<file path="src/rtl/fpu_issue_ctrl.sv">
// fpu_issue_ctrl: sequential issue/complete wrapper around a combinational FPU.
//
// Accepts one FP operation at a time (valid/ready). It registers the operands and the select
// code that drive the FPU, then waits a per-class settle latency. After that it captures
// the FPU result into a held output with a valid/ready handshake toward writeback.
//
// Ports:
//   clk_i, rst_i (async, active-high), flush_i (sync abort)
//   in_valid_i / in_ready_o, in_select_i, in_data{1,2,3}_i, in_rd_i : request side
//   fpu_select_o, fpu_data{1,2,3}_o, fpu_result_i                  : FPU side
//   out_valid_o / out_ready_i, out_result_o, out_rd_o, out_illegal_o : result side
//   busy_o : block is not idle
module fpu_issue_ctrl #(
    parameter int unsigned LatFast = 1,
    parameter int unsigned LatAdd  = 2,
    parameter int unsigned LatMul  = 3,
    parameter int unsigned LatDiv  = 6,
    parameter int unsigned LatFma  = 5
) (
    input  logic        clk_i,
    input  logic        rst_i,
    input  logic        flush_i,
    input  logic        in_valid_i,
    output logic        in_ready_o,
    input  logic [4:0]  in_select_i,
    input  logic [31:0] in_data1_i,
    input  logic [31:0] in_data2_i,
    input  logic [31:0] in_data3_i,
    input  logic [4:0]  in_rd_i,
    output logic [4:0]  fpu_select_o,
    output logic [31:0] fpu_data1_o,
    output logic [31:0] fpu_data2_o,
    output logic [31:0] fpu_data3_o,
    input  logic [31:0] fpu_result_i,
    output logic        out_valid_o,
    input  logic        out_ready_i,
    output logic [31:0] out_result_o,
    output logic [4:0]  out_rd_o,
    output logic        out_illegal_o,
    output logic        busy_o
);

    typedef enum logic [1:0] {StIdle, StExec, StDone} state_e;

    state_e      state_q, state_d;
    logic [3:0]  cnt_q, cnt_d;
    logic        out_valid_q, out_valid_d;
    logic [4:0]  fsel_q;
    logic [31:0] fd1_q, fd2_q, fd3_q;
    logic [4:0]  rd_q;
    logic        ill_q;
    logic [31:0] out_res_q;
    logic [4:0]  out_rd_q;
    logic        out_ill_q;

    logic        accept;
    logic        capture;
    logic        in_illegal;
    logic [3:0]  in_lat;

    // Settle latency and legality of the incoming op.
    always_comb begin
        in_illegal = 1'b0;
        in_lat     = 4'(LatFast);
        if (in_select_i == 5'b01101 || in_select_i >= 5'b10011) begin
            in_illegal = 1'b1;
            in_lat     = 4'd1;
        end else begin
            case (in_select_i)
                5'b00001, 5'b00010:                         in_lat = 4'(LatAdd);
                5'b00011:                                   in_lat = 4'(LatMul);
                5'b00100:                                   in_lat = 4'(LatDiv);
                5'b01110, 5'b01111, 5'b10000, 5'b10001:     in_lat = 4'(LatFma);
                default:                                    in_lat = 4'(LatFast);
            endcase
        end
    end

    assign in_ready_o = !flush_i &&
                        (state_q == StIdle || (state_q == StDone && out_ready_i));
    assign accept     = in_valid_i && in_ready_o;

    always_comb begin
        state_d     = state_q;
        cnt_d       = cnt_q;
        out_valid_d = out_valid_q;
        capture     = 1'b0;
        if (flush_i) begin
            state_d     = StIdle;
            out_valid_d = 1'b0;
            cnt_d       = 4'd0;
        end else begin
            case (state_q)
                StIdle: begin
                    if (accept) begin
                        state_d = StExec;
                        cnt_d   = in_lat - 4'd1;
                    end
                end
                StExec: begin
                    if (cnt_q != 4'd0) begin
                        cnt_d = cnt_q - 4'd1;
                    end else begin
                        capture     = 1'b1;
                        out_valid_d = 1'b1;
                        state_d     = StDone;
                    end
                end
                StDone: begin
                    if (out_ready_i) begin
                        out_valid_d = 1'b0;
                        if (accept) begin
                            state_d = StExec;
                            cnt_d   = in_lat - 4'd1;
                        end else begin
                            state_d = StIdle;
                        end
                    end
                end
                default: begin
                    state_d     = StIdle;
                    out_valid_d = 1'b0;
                    cnt_d       = 4'd0;
                end
            endcase
        end
    end

    always_ff @(posedge clk_i or posedge rst_i) begin
        if (rst_i) begin
            state_q     <= StIdle;
            cnt_q       <= 4'd0;
            out_valid_q <= 1'b0;
        end else begin
            state_q     <= state_d;
            cnt_q       <= cnt_d;
            out_valid_q <= out_valid_d;
        end
    end

    // FPU operand registers only move on acceptance so the FPU inputs never glitch mid-op.
    always_ff @(posedge clk_i or posedge rst_i) begin
        if (rst_i) begin
            fsel_q <= 5'd0;
            fd1_q  <= 32'd0;
            fd2_q  <= 32'd0;
            fd3_q  <= 32'd0;
            rd_q   <= 5'd0;
            ill_q  <= 1'b0;
        end else if (accept) begin
            fsel_q <= in_select_i;
            fd1_q  <= in_data1_i;
            fd2_q  <= in_data2_i;
            fd3_q  <= in_data3_i;
            rd_q   <= in_rd_i;
            ill_q  <= in_illegal;
        end
    end

    always_ff @(posedge clk_i or posedge rst_i) begin
        if (rst_i) begin
            out_res_q <= 32'd0;
            out_rd_q  <= 5'd0;
            out_ill_q <= 1'b0;
        end else if (capture) begin
            out_res_q <= ill_q ? 32'd0 : fpu_result_i;
            out_rd_q  <= rd_q;
            out_ill_q <= ill_q;
        end
    end

    assign fpu_select_o  = fsel_q;
    assign fpu_data1_o   = fd1_q;
    assign fpu_data2_o   = fd2_q;
    assign fpu_data3_o   = fd3_q;
    assign out_valid_o   = out_valid_q;
    assign out_result_o  = out_res_q;
    assign out_rd_o      = out_rd_q;
    assign out_illegal_o = out_ill_q;
    assign busy_o        = (state_q != StIdle);

endmodule

</file>
<file path="config.mk">
export PLATFORM = sky130hd
export DESIGN_NAME = fpu_issue_ctrl
export DESIGN_NICKNAME = d
export VERILOG_FILES = /design/src/rtl/fpu_issue_ctrl.sv
export SDC_FILE = /design/constraint.sdc
export NUM_CORES = 1
export LEC_CHECK = 0
export CAP_MARGIN = 20
export CORE_ASPECT_RATIO = 1.1
export CORE_MARGIN = 3
export CORE_UTILIZATION = 40
export CTS_CLUSTER_DIAMETER = 150
export DETAILED_ROUTE_END_ITERATION = 12
export GPL_TIMING_DRIVEN = 0
export HOLD_SLACK_MARGIN = 0.08
export PLACE_DENSITY = 0.85
export REMOVE_ABC_BUFFERS = 1
export SYNTH_ARGS = -nofsm -noshare
export SYNTH_HDL_FRONTEND = slang
export SYNTH_SLANG_ARGS = --single-unit
</file>
<file path="constraint.sdc">
create_clock -name clk_i -period 9.8 [get_ports clk_i]
set_input_delay 1.96 -clock clk_i [delete_from_list [all_inputs] [get_ports clk_i]]
set_output_delay 1.96 -clock clk_i [all_outputs]
set_load 0.05 [all_outputs]
</file>
# Word-level counts from Yosys, hierarchy flattened
# Memories as Yosys holds them, arrays and structs flattened.
# Cells that the tools add are included.
# word_totals
output_inout_bits	142
register_bits	152
elab_cells	57
memories	1
romBits	96
in_bits	143
# memory_table
name	depth	word_bits	rd	rd_ports_with_merged_regs	write_ports	line	source
(name not given)	32	3	1	0	0	69	case (in_select_i)
# classes
eq_ne	8
magnitude_cmp	1
add_sub_neg	2
n_reduce_logical	12
n_mux	21
# op_table
cell	count
two-way mux 32 bit	1
two-way mux 4 bit	5
!= test 3 bit (second input constant)	4
one-hot mux 4 bit (3 select lines)	1
two-way mux 1 bit	8
two-way mux 2 bit	4
subtractor 4 x 1 -> 4 bit (second input constant)	2
one-hot mux 2 bit (3 select lines)	1
AND reduction 3 bit	2
== test 5 x 4 -> 1 bit (second input constant)	1
>= comparator 5 bit (second input constant)	1
nonzero test 4 bit	1
logical AND 1 bit	3
one-hot mux 1 bit (3 select lines)	1
== test 2 x 1 -> 1 bit (second input constant)	1
== test 2 bit (second input constant)	1
zero test 2 bit	1
logical OR 1 bit	2
!= test 2 bit (second input constant)	1
AND reduction 2 bit	1
nonzero test 2 bit	1
zero test 1 bit	1

# Depth between registers and ports, before layout
# Gate-level depths: netlist of run 1.
# depth
ltp_word	9
ltp_mapped	10
depth_no_buf	10

# Least setup slack after synthesis of run 1
# Ideal clock, no wire load.
# synth_timing
path_type	in2out
from	in out_ready_i
to	out in_ready_o
cell_stages	2
n_path_buf	0
arrival_ns	3.045
required_time_ns	7.840
slack_ns	4.795
path_cell_list	nor2b_1 > nor3_1
# synth_via
elab_chain_len	3
# synth_rtl
element	line	source
start: declaration	36	input logic out_ready_i,
logical AND 1 bit	80	(state_q == StIdle || (state_q == StDone && out_ready_i));
logical OR 1 bit	80	
logical AND 1 bit	79	assign in_ready_o = !flush_i &&
end: declaration	24	output logic in_ready_o,
# No other way between the ends.

# Worst setup path in the final report of run 1
# layout_timing
from	in flush_i
to	out in_ready_o
# layout_via
elab_chain_len	2
# layout_rtl
element	line	source
start: declaration	22	input logic flush_i,
zero test 1 bit	79	
logical AND 1 bit	79	
# No other way between the ends.

==> impl_summary.txt, run 1 <==
----------------------------------------------------
[STA]
  Post-route fraction of the period consumed by the critical path ... 56.4%
  Unrepaired setup endpoints after global routing ... false
  Min Clock Period, post-route ... 5530 ps
  Upper clock frequency limit ... 0.181 GHz
  Fin. max-slew vios ... 0
  Clock skew ... 7.86 ps
  Sum Neg Setup Slack ... 0 ps
  Relative slew margins ... 40.7%
  Hold violation total from the final report ... 0
  Transition at the pin with the smallest max-transition slack ... 890 ps
  Final setup vio count ... 0

[Synthesis]
  Cell area after synthesis ... 6060 µm²
  Warning count from the yosys run ... 0
  Post-synthesis average cell area ... 13.5 µm²
  Seq/Total Area, Yosys ... 62.8%
  Top area cells in the synthesized netlist ... dfrtp_1 63%, mux2_1 15%, mux2_2 5.2%
  Number of distinct library cells after synthesis ... 34
  Mapped Cells ... 447
  Fraction of post-synthesis cell area in the top cell type by area ... 62.8%
  Cell type with the highest aggregate area in the netlist ... dfrtp_1
  Yosys reg bits ... 152

[Die]
  Floorplan die height ... 135 µm
  Die Area ... 16,700 µm²
  Row cnt ... 46
  Count of pins on the block boundary ... 285
  Effective utilization at floorplan ... 41.4%
  Floorplan Core Area ... 14,600 µm²
  Die width ... 123 µm

[Cells and area]
  Core utilization of the finished layout ... 66.7%
  Leading cell type in the layout, fill and taps excluded ... clkdlybuf4s50_1
  FF/Latch Area ... 3800 µm²
  Synth-to-layout area growth ... 61.1%
  Nets ... 877
  Fraction of final layout cells sized beyond drive strength 1 ... 9.43%
  Post-route standard cell area excluding fillers ... 9760 µm²
  Top library cells by usage in the layout, fill and taps aside ... 284 x clkdlybuf4s50_1, 152 x dfrtp_1, 82 x mux2_1
  Layout fillers ... 1,053
  Antenna cells ... 0
  Multi-input combinational cell area ... 2140 µm²

[Global routing]
  First-pass GRT wire length ... 24,600 µm
  Via count of the first global-routing pass ... 4,770
  GR Util met3 ... 6.95%
  Maximum number of pins on one net before global-route repair ... 100
  Met2 global-route usage ... 34.2%
  Antenna violations before repair ... 0
  Fraction of met1 tracks used by global routing ... 20.2%
  Overflow left after global routing ... 0
  GRT Total Usage ... 19.1%
  Highest-utilization routing layer at the global route stage ... met2

[Pwr]
  Design Power ... 2.90 mW
  Pwr dens ... 297 nW/µm²
  Leakage ... 4.12 nW
  Max IR drop VDD ... 214 µV

[Clock network]
  Clock latency on the worst-skew pair ... 410 ps
  Buffer cell driving the clock tree root ... clkbuf_16
  Reg clk slew, reported paths ... 60 ps
  Deepest level of the CTS H-tree ... 4
  Buffer depth of the longest clock path ... 2
  TritonCTS Buffers ... 17
  Clock sink count ... 152
  Clock tree from TritonCTS ... done
  Number of hold buffers added after cts ... 0
  CTS-repair resized insts ... 0
  Post-CTS setup buffers ... 0

[Min path]
  Worst min-delay path class ... register to register

[Flow run]
  Count of max-cap constraint violations ... 0

[Run status]
  Run status ... finished, final reports clean

[Drt]
  Number of nets with antenna violations after routing ... 0
  Routed wirelength normalized by instance count ... 17.4 µm
  Vias post-DR ... 4,467
  Final wirelength ... 16,300 µm
  Residual DRC count ... 0
  Average vias per placed instance ... 4.78
  First DRT Iteration DRCs ... 200
  1st-pass router iterations ... 4

[Worst setup path]
  Largest fanout of any net on the critical path ... 6
  Setup Crit Path Kind ... input port to output pin
  Crit end category ... output pin
  Required time of the worst setup path ... 7840 ps
  Worst setup SP type ... input port
  Critical Path AT ... 3570 ps

[Placement]
  PortBufs ... 284
  Detailed placement HPWL ... 12,200 µm
  Placed Instance Area ... 9130 µm²
  Routability congestion estimate from global placement ... 0.787

----------------------------------------------------
[layout make-up]
class                   instances  area share (%)
clock buffers                  20            4.68
repair buffers                287            29.9
inverters                       7           0.321
clock inverters                12            1.76
flip-flops and latches        152            39.0
multi-input cells             264            21.9
well taps                     192            2.46
[worst max-delay path, stage by stage]
cell	delay [ps]
clkdlybuf4s50_1	540
nor3_1	220
clkdlybuf4s50_1	850
[where the power goes]
group,total (mW),internal (mW),switching (mW)
sequential,0.914,0.810,0.104
clock,0.684,0.439,0.246
combinational,1.30,0.458,0.846
total,2.90,1.71,1.20
[per-stage QoR]
step,setup WS [ps],cells,hold WS [ps]
floorplan,3750,423,452
global placement,1950,899,461
detailed placement,4270,902,471
CTS,4260,934,484
global route,4200,934,496
finish,4270,934,477
[cells in the mapped netlist (all sizes together)]
library cell	count
dfrtp	152
mux2	110
nand2	40
o21ai	39
nand2b	33
buf	12
clkbuf	12
a21oi	7
inv	7
ha	5
nor2	4
nor4	3
a31oi	2
mux2i	2
nor3	2
o31ai	2
a2111oi	1
a21o	1
a22o	1
a32oi	1
nand3	1
nor2b	1
nor3b	1
nor4b	1
o211ai	1
o21bai	1
o2bb2ai	1
o31a	1
or2	1
or3	1
or4	1
[kinds of logic after synthesis]
group	Yosys count	synth area share, %
compound gates	58	5.66
fa+ha+maj	5	1.03
buf+inv	31	2.17
flops	152	62.8
mux	112	20.8
simple gates	89	7.54
[sequential cells by signal (all words and copies together), names as in the netlist]
name and flops:
state_q 2, out_valid_o 1, out_rd_o 5, out_illegal_o 1
cnt_q 4, rd_q 5, fpu_select_o 5, fpu_data2_o 32
fpu_data1_o 32, out_result_o 32, fpu_data3_o 32, ill_q 1
[final timing paths]
check                                               to                   startpoint  slack (ps)  depth (start not counted)
setup reg to reg            fpu_data3_o[6]$_DFFE_PP0P_       state_q[0]$_DFFE_PP0P_        7210                          4
hold reg to reg            out_result_o[9]$_DFFE_PP0P_  out_result_o[9]$_DFFE_PP0P_         480                          2
setup / recovery                            in_ready_o                      flush_i        4270                          3
max in group asynchronous         cnt_q[2]$_DFFE_PP0P_                        rst_i        6980                          3
min in group asynchronous  fpu_data3_o[11]$_DFFE_PP0P_                        rst_i        1970                          2
hold / removal             out_result_o[9]$_DFFE_PP0P_  out_result_o[9]$_DFFE_PP0P_         480                          2
[layer usage]
| metal | up-vias | routed length [µm] |
|---|---|---|
| li1 | 2107 | - |
| met1 | 2134 | 5850 |
| met2 | 195 | 8480 |
| met3 | 31 | 1540 |
| met4 | 0 | 408 |
| met5 | - | 0 |
(Power assumes the default switching activity.)
==> run 2: changes to the inputs <==
--- a/config.mk
+++ b/config.mk
@@ -8,12 +8,12 @@
 export CAP_MARGIN = 20
 export CORE_ASPECT_RATIO = 1.1
 export CORE_MARGIN = 3
-export CORE_UTILIZATION = 40
+export CORE_UTILIZATION = 37
 export CTS_CLUSTER_DIAMETER = 150
 export DETAILED_ROUTE_END_ITERATION = 12
 export GPL_TIMING_DRIVEN = 0
 export HOLD_SLACK_MARGIN = 0.08
-export PLACE_DENSITY = 0.85
+export PLACE_DENSITY = 0.83
 export REMOVE_ABC_BUFFERS = 1
 export SYNTH_ARGS = -nofsm -noshare
 export SYNTH_HDL_FRONTEND = slang
==> constraint.sdc (replaced) <==
create_clock -name clk_i -period 4.9 [get_ports clk_i]
set_input_delay 0.98 -clock clk_i [delete_from_list [all_inputs] [get_ports clk_i]]
set_output_delay 0.98 -clock clk_i [all_outputs]
set_load 0.05 [all_outputs]
==> run 2 against run 1 <==
  * First-iteration DRC count shrank 11%
  * Sequential power grew 100%
  * Clock power grew 86%
  * Die area grew 7.7%
  * Sequential share of layout area grew 0.14 points
  * Register-to-register slack lost 4700 ps
  * Flip-flop and latch count is the same
==> impl_summary.txt, run 2 (synthesis gave the netlist of run 1 again) <==
----------------------------------------------------
[Placement]
  Placed Instance Area ... 9140 µm²
  Placed cells ... 910
  Detailed placement HPWL ... 12,300 µm
  Pre-CTS setup slack ... 1320 ps
  PortBufs ... 284
  Routability congestion estimate from global placement ... 0.779

[Drt]
  Routed wirelength normalized by instance count ... 17.0 µm
  Final wirelength ... 16,000 µm
  Average vias per placed instance ... 4.81
  Vias post-DR ... 4,534
  Residual DRC count ... 0
  First DRT Iteration DRCs ... 178
  1st-pass router iterations ... 4
  Number of nets with antenna violations after routing ... 0

[Worst setup path]
  Delay of the slowest critical-path stage ... 840 ps
  Crit end category ... output pin
  Critical Path AT ... 2590 ps
  Required time of the worst setup path ... 3920 ps
  Critical path's slowest cell ... clkdlybuf4s50_1
  Worst path cell trace ... clkdlybuf4s50_1, nor3_1, clkdlybuf4s50_1
  Setup Crit Path Kind ... input port to output pin
  Largest fanout of any net on the critical path ... 6
  Most used cell, CP ... clkdlybuf4s50_1
  Worst setup SP type ... input port

[Run status]
  Run status ... finished, final reports clean

[Clock network]
  Reg clk slew, reported paths ... 60 ps
  Clock sink count ... 152
  Number of hold buffers added after cts ... 0
  TritonCTS Buffers ... 17
  CTS-repair resized insts ... 0
  Clock tree from TritonCTS ... done
  Deepest level of the CTS H-tree ... 4
  Buffer cell driving the clock tree root ... clkbuf_16
  Clock latency on the worst-skew pair ... 410 ps
  Buffer depth of the longest clock path ... 2
  Post-CTS setup buffers ... 0

[Cells and area]
  FF/Latch Area ... 3800 µm²
  Antenna cells ... 0
  Synth-to-layout area growth ... 60.5%
  Top library cells by usage in the layout, fill and taps aside ... 284 x clkdlybuf4s50_1, 152 x dfrtp_1, 82 x mux2_1
  Post-route insts no fill ... 942
  Nets ... 877
  Layout fillers ... 1,198
  Multi-input combinational cell area ... 2140 µm²
  Post-route standard cell area excluding fillers ... 9720 µm²
  Leading cell type in the layout, fill and taps excluded ... clkdlybuf4s50_1
  Fraction of final layout cells sized beyond drive strength 1 ... 9.30%
  Core utilization of the finished layout ... 61.3%

[Flow run]
  Count of max-cap constraint violations ... 0

[Global routing]
  GRT Total Usage ... 17.8%
  Via count of the first global-routing pass ... 4,919
  Maximum number of pins on one net before global-route repair ... 102
  First-pass GRT wire length ... 25,400 µm
  Antenna violations before repair ... 0
  Overflow left after global routing ... 0

[Die]
  Die Area ... 17,900 µm²
  Floorplan die height ... 140 µm
  Count of pins on the block boundary ... 285
  Die width ... 128 µm
  Row cnt ... 48
  Floorplan Core Area ... 15,900 µm²
  Effective utilization at floorplan ... 38.2%

[STA]
  Fin. max-slew vios ... 0
  Unrepaired setup endpoints after global routing ... false
  Slack of the critical path ... 1330 ps
  Relative slew margins ... 41.2%
  Min Clock Period, post-route ... 3570 ps
  Transition at the pin with the smallest max-transition slack ... 883 ps
  Post-route fraction of the period consumed by the critical path ... 72.8%
  Clock skew ... 9.03 ps
  Upper clock frequency limit ... 0.280 GHz
  Hold violation total from the final report ... 0
  Final setup vio count ... 0

[Pwr]
  Leakage ... 4.09 nW
  Max IR drop VDD ... 318 µV
  Pwr dens ... 586 nW/µm²

[Min path]
  Worst min-delay path class ... register to register

----------------------------------------------------
[run 2: cell count changes in the layout (fill, tap and decap cells not counted)]
cell / previous run / this run
clkbuf_1: 1 / 2
clkinv_4: 0 / 1
bufinv_16: 4 / 2
clkinv_2: 4 / 3
clkinvlp_4: 3 / 4
[run 2: worst max-delay path: cells and delay by family]
kind / cells / cell delay [ps]
buffers and inverters: 2 / 1370
AND/OR/NAND/NOR: 1 / 230
[run 2: path summary, 6_finish.rpt]
check / from / endpoint / slack (ps) / depth (start not counted)
worst max-delay path: flush_i / in_ready_o / 1330 / 3
worst min-delay path: out_result_o[10]$_DFFE_PP0P_ / out_result_o[10]$_DFFE_PP0P_ / 480 / 2
worst max register to register: state_q[0]$_DFFE_PP0P_ / fpu_data2_o[6]$_DFFE_PP0P_ / 2550 / 4
worst min register to register: out_result_o[10]$_DFFE_PP0P_ / out_result_o[10]$_DFFE_PP0P_ / 480 / 2
max in group asynchronous: rst_i / out_rd_o[3]$_DFFE_PP0P_ / 3050 / 3
min in group asynchronous: rst_i / fpu_data1_o[23]$_DFFE_PP0P_ / 980 / 2
[run 2: routing by layer]
layer | vias up | track usage, % | share of wire (%)
met5 | - | 0 | 0
met4 | 0 | 7.09 | 3.0
met3 | 39 | 5.80 | 8.3
met2 | 204 | 31.5 | 52
met1 | 2180 | 19.7 | 36
li1 | 2111 | - | -
[run 2: per-stage QoR]
stage | hold WS [ps] | total power [mW] | setup TNS, ps
detailed placement | 469 | 4.48 | 0
CTS | 483 | 5.77 | 0
floorplan | 452 | 3.46 | -35440
global placement | 459 | 4.42 | -513970
finish | 480 | 5.70 | 0
global route | 501 | 5.95 | 0
[run 2: layout make-up]
type | instances | share of cell area [%]
Clock buffer | 21 | 4.74
Multi-Input combinational cell | 264 | 22.0
Inverter | 7 | 0.322
Timing Repair Buffer | 287 | 30.0
Sequential cell | 152 | 39.1
Tap cell | 200 | 2.57
Clock inverter | 11 | 1.26
[run 2: power breakdown]
group / total (mW) / leakage, nW / internal [mW] / switching [mW]
combinational: 2.60 / 1.98 / 0.915 / 1.69
sequential: 1.83 / 1.84 / 1.62 / 0.207
clock: 1.27 / 0.275 / 0.776 / 0.493
total: 5.70 / 4.09 / 3.31 / 2.38
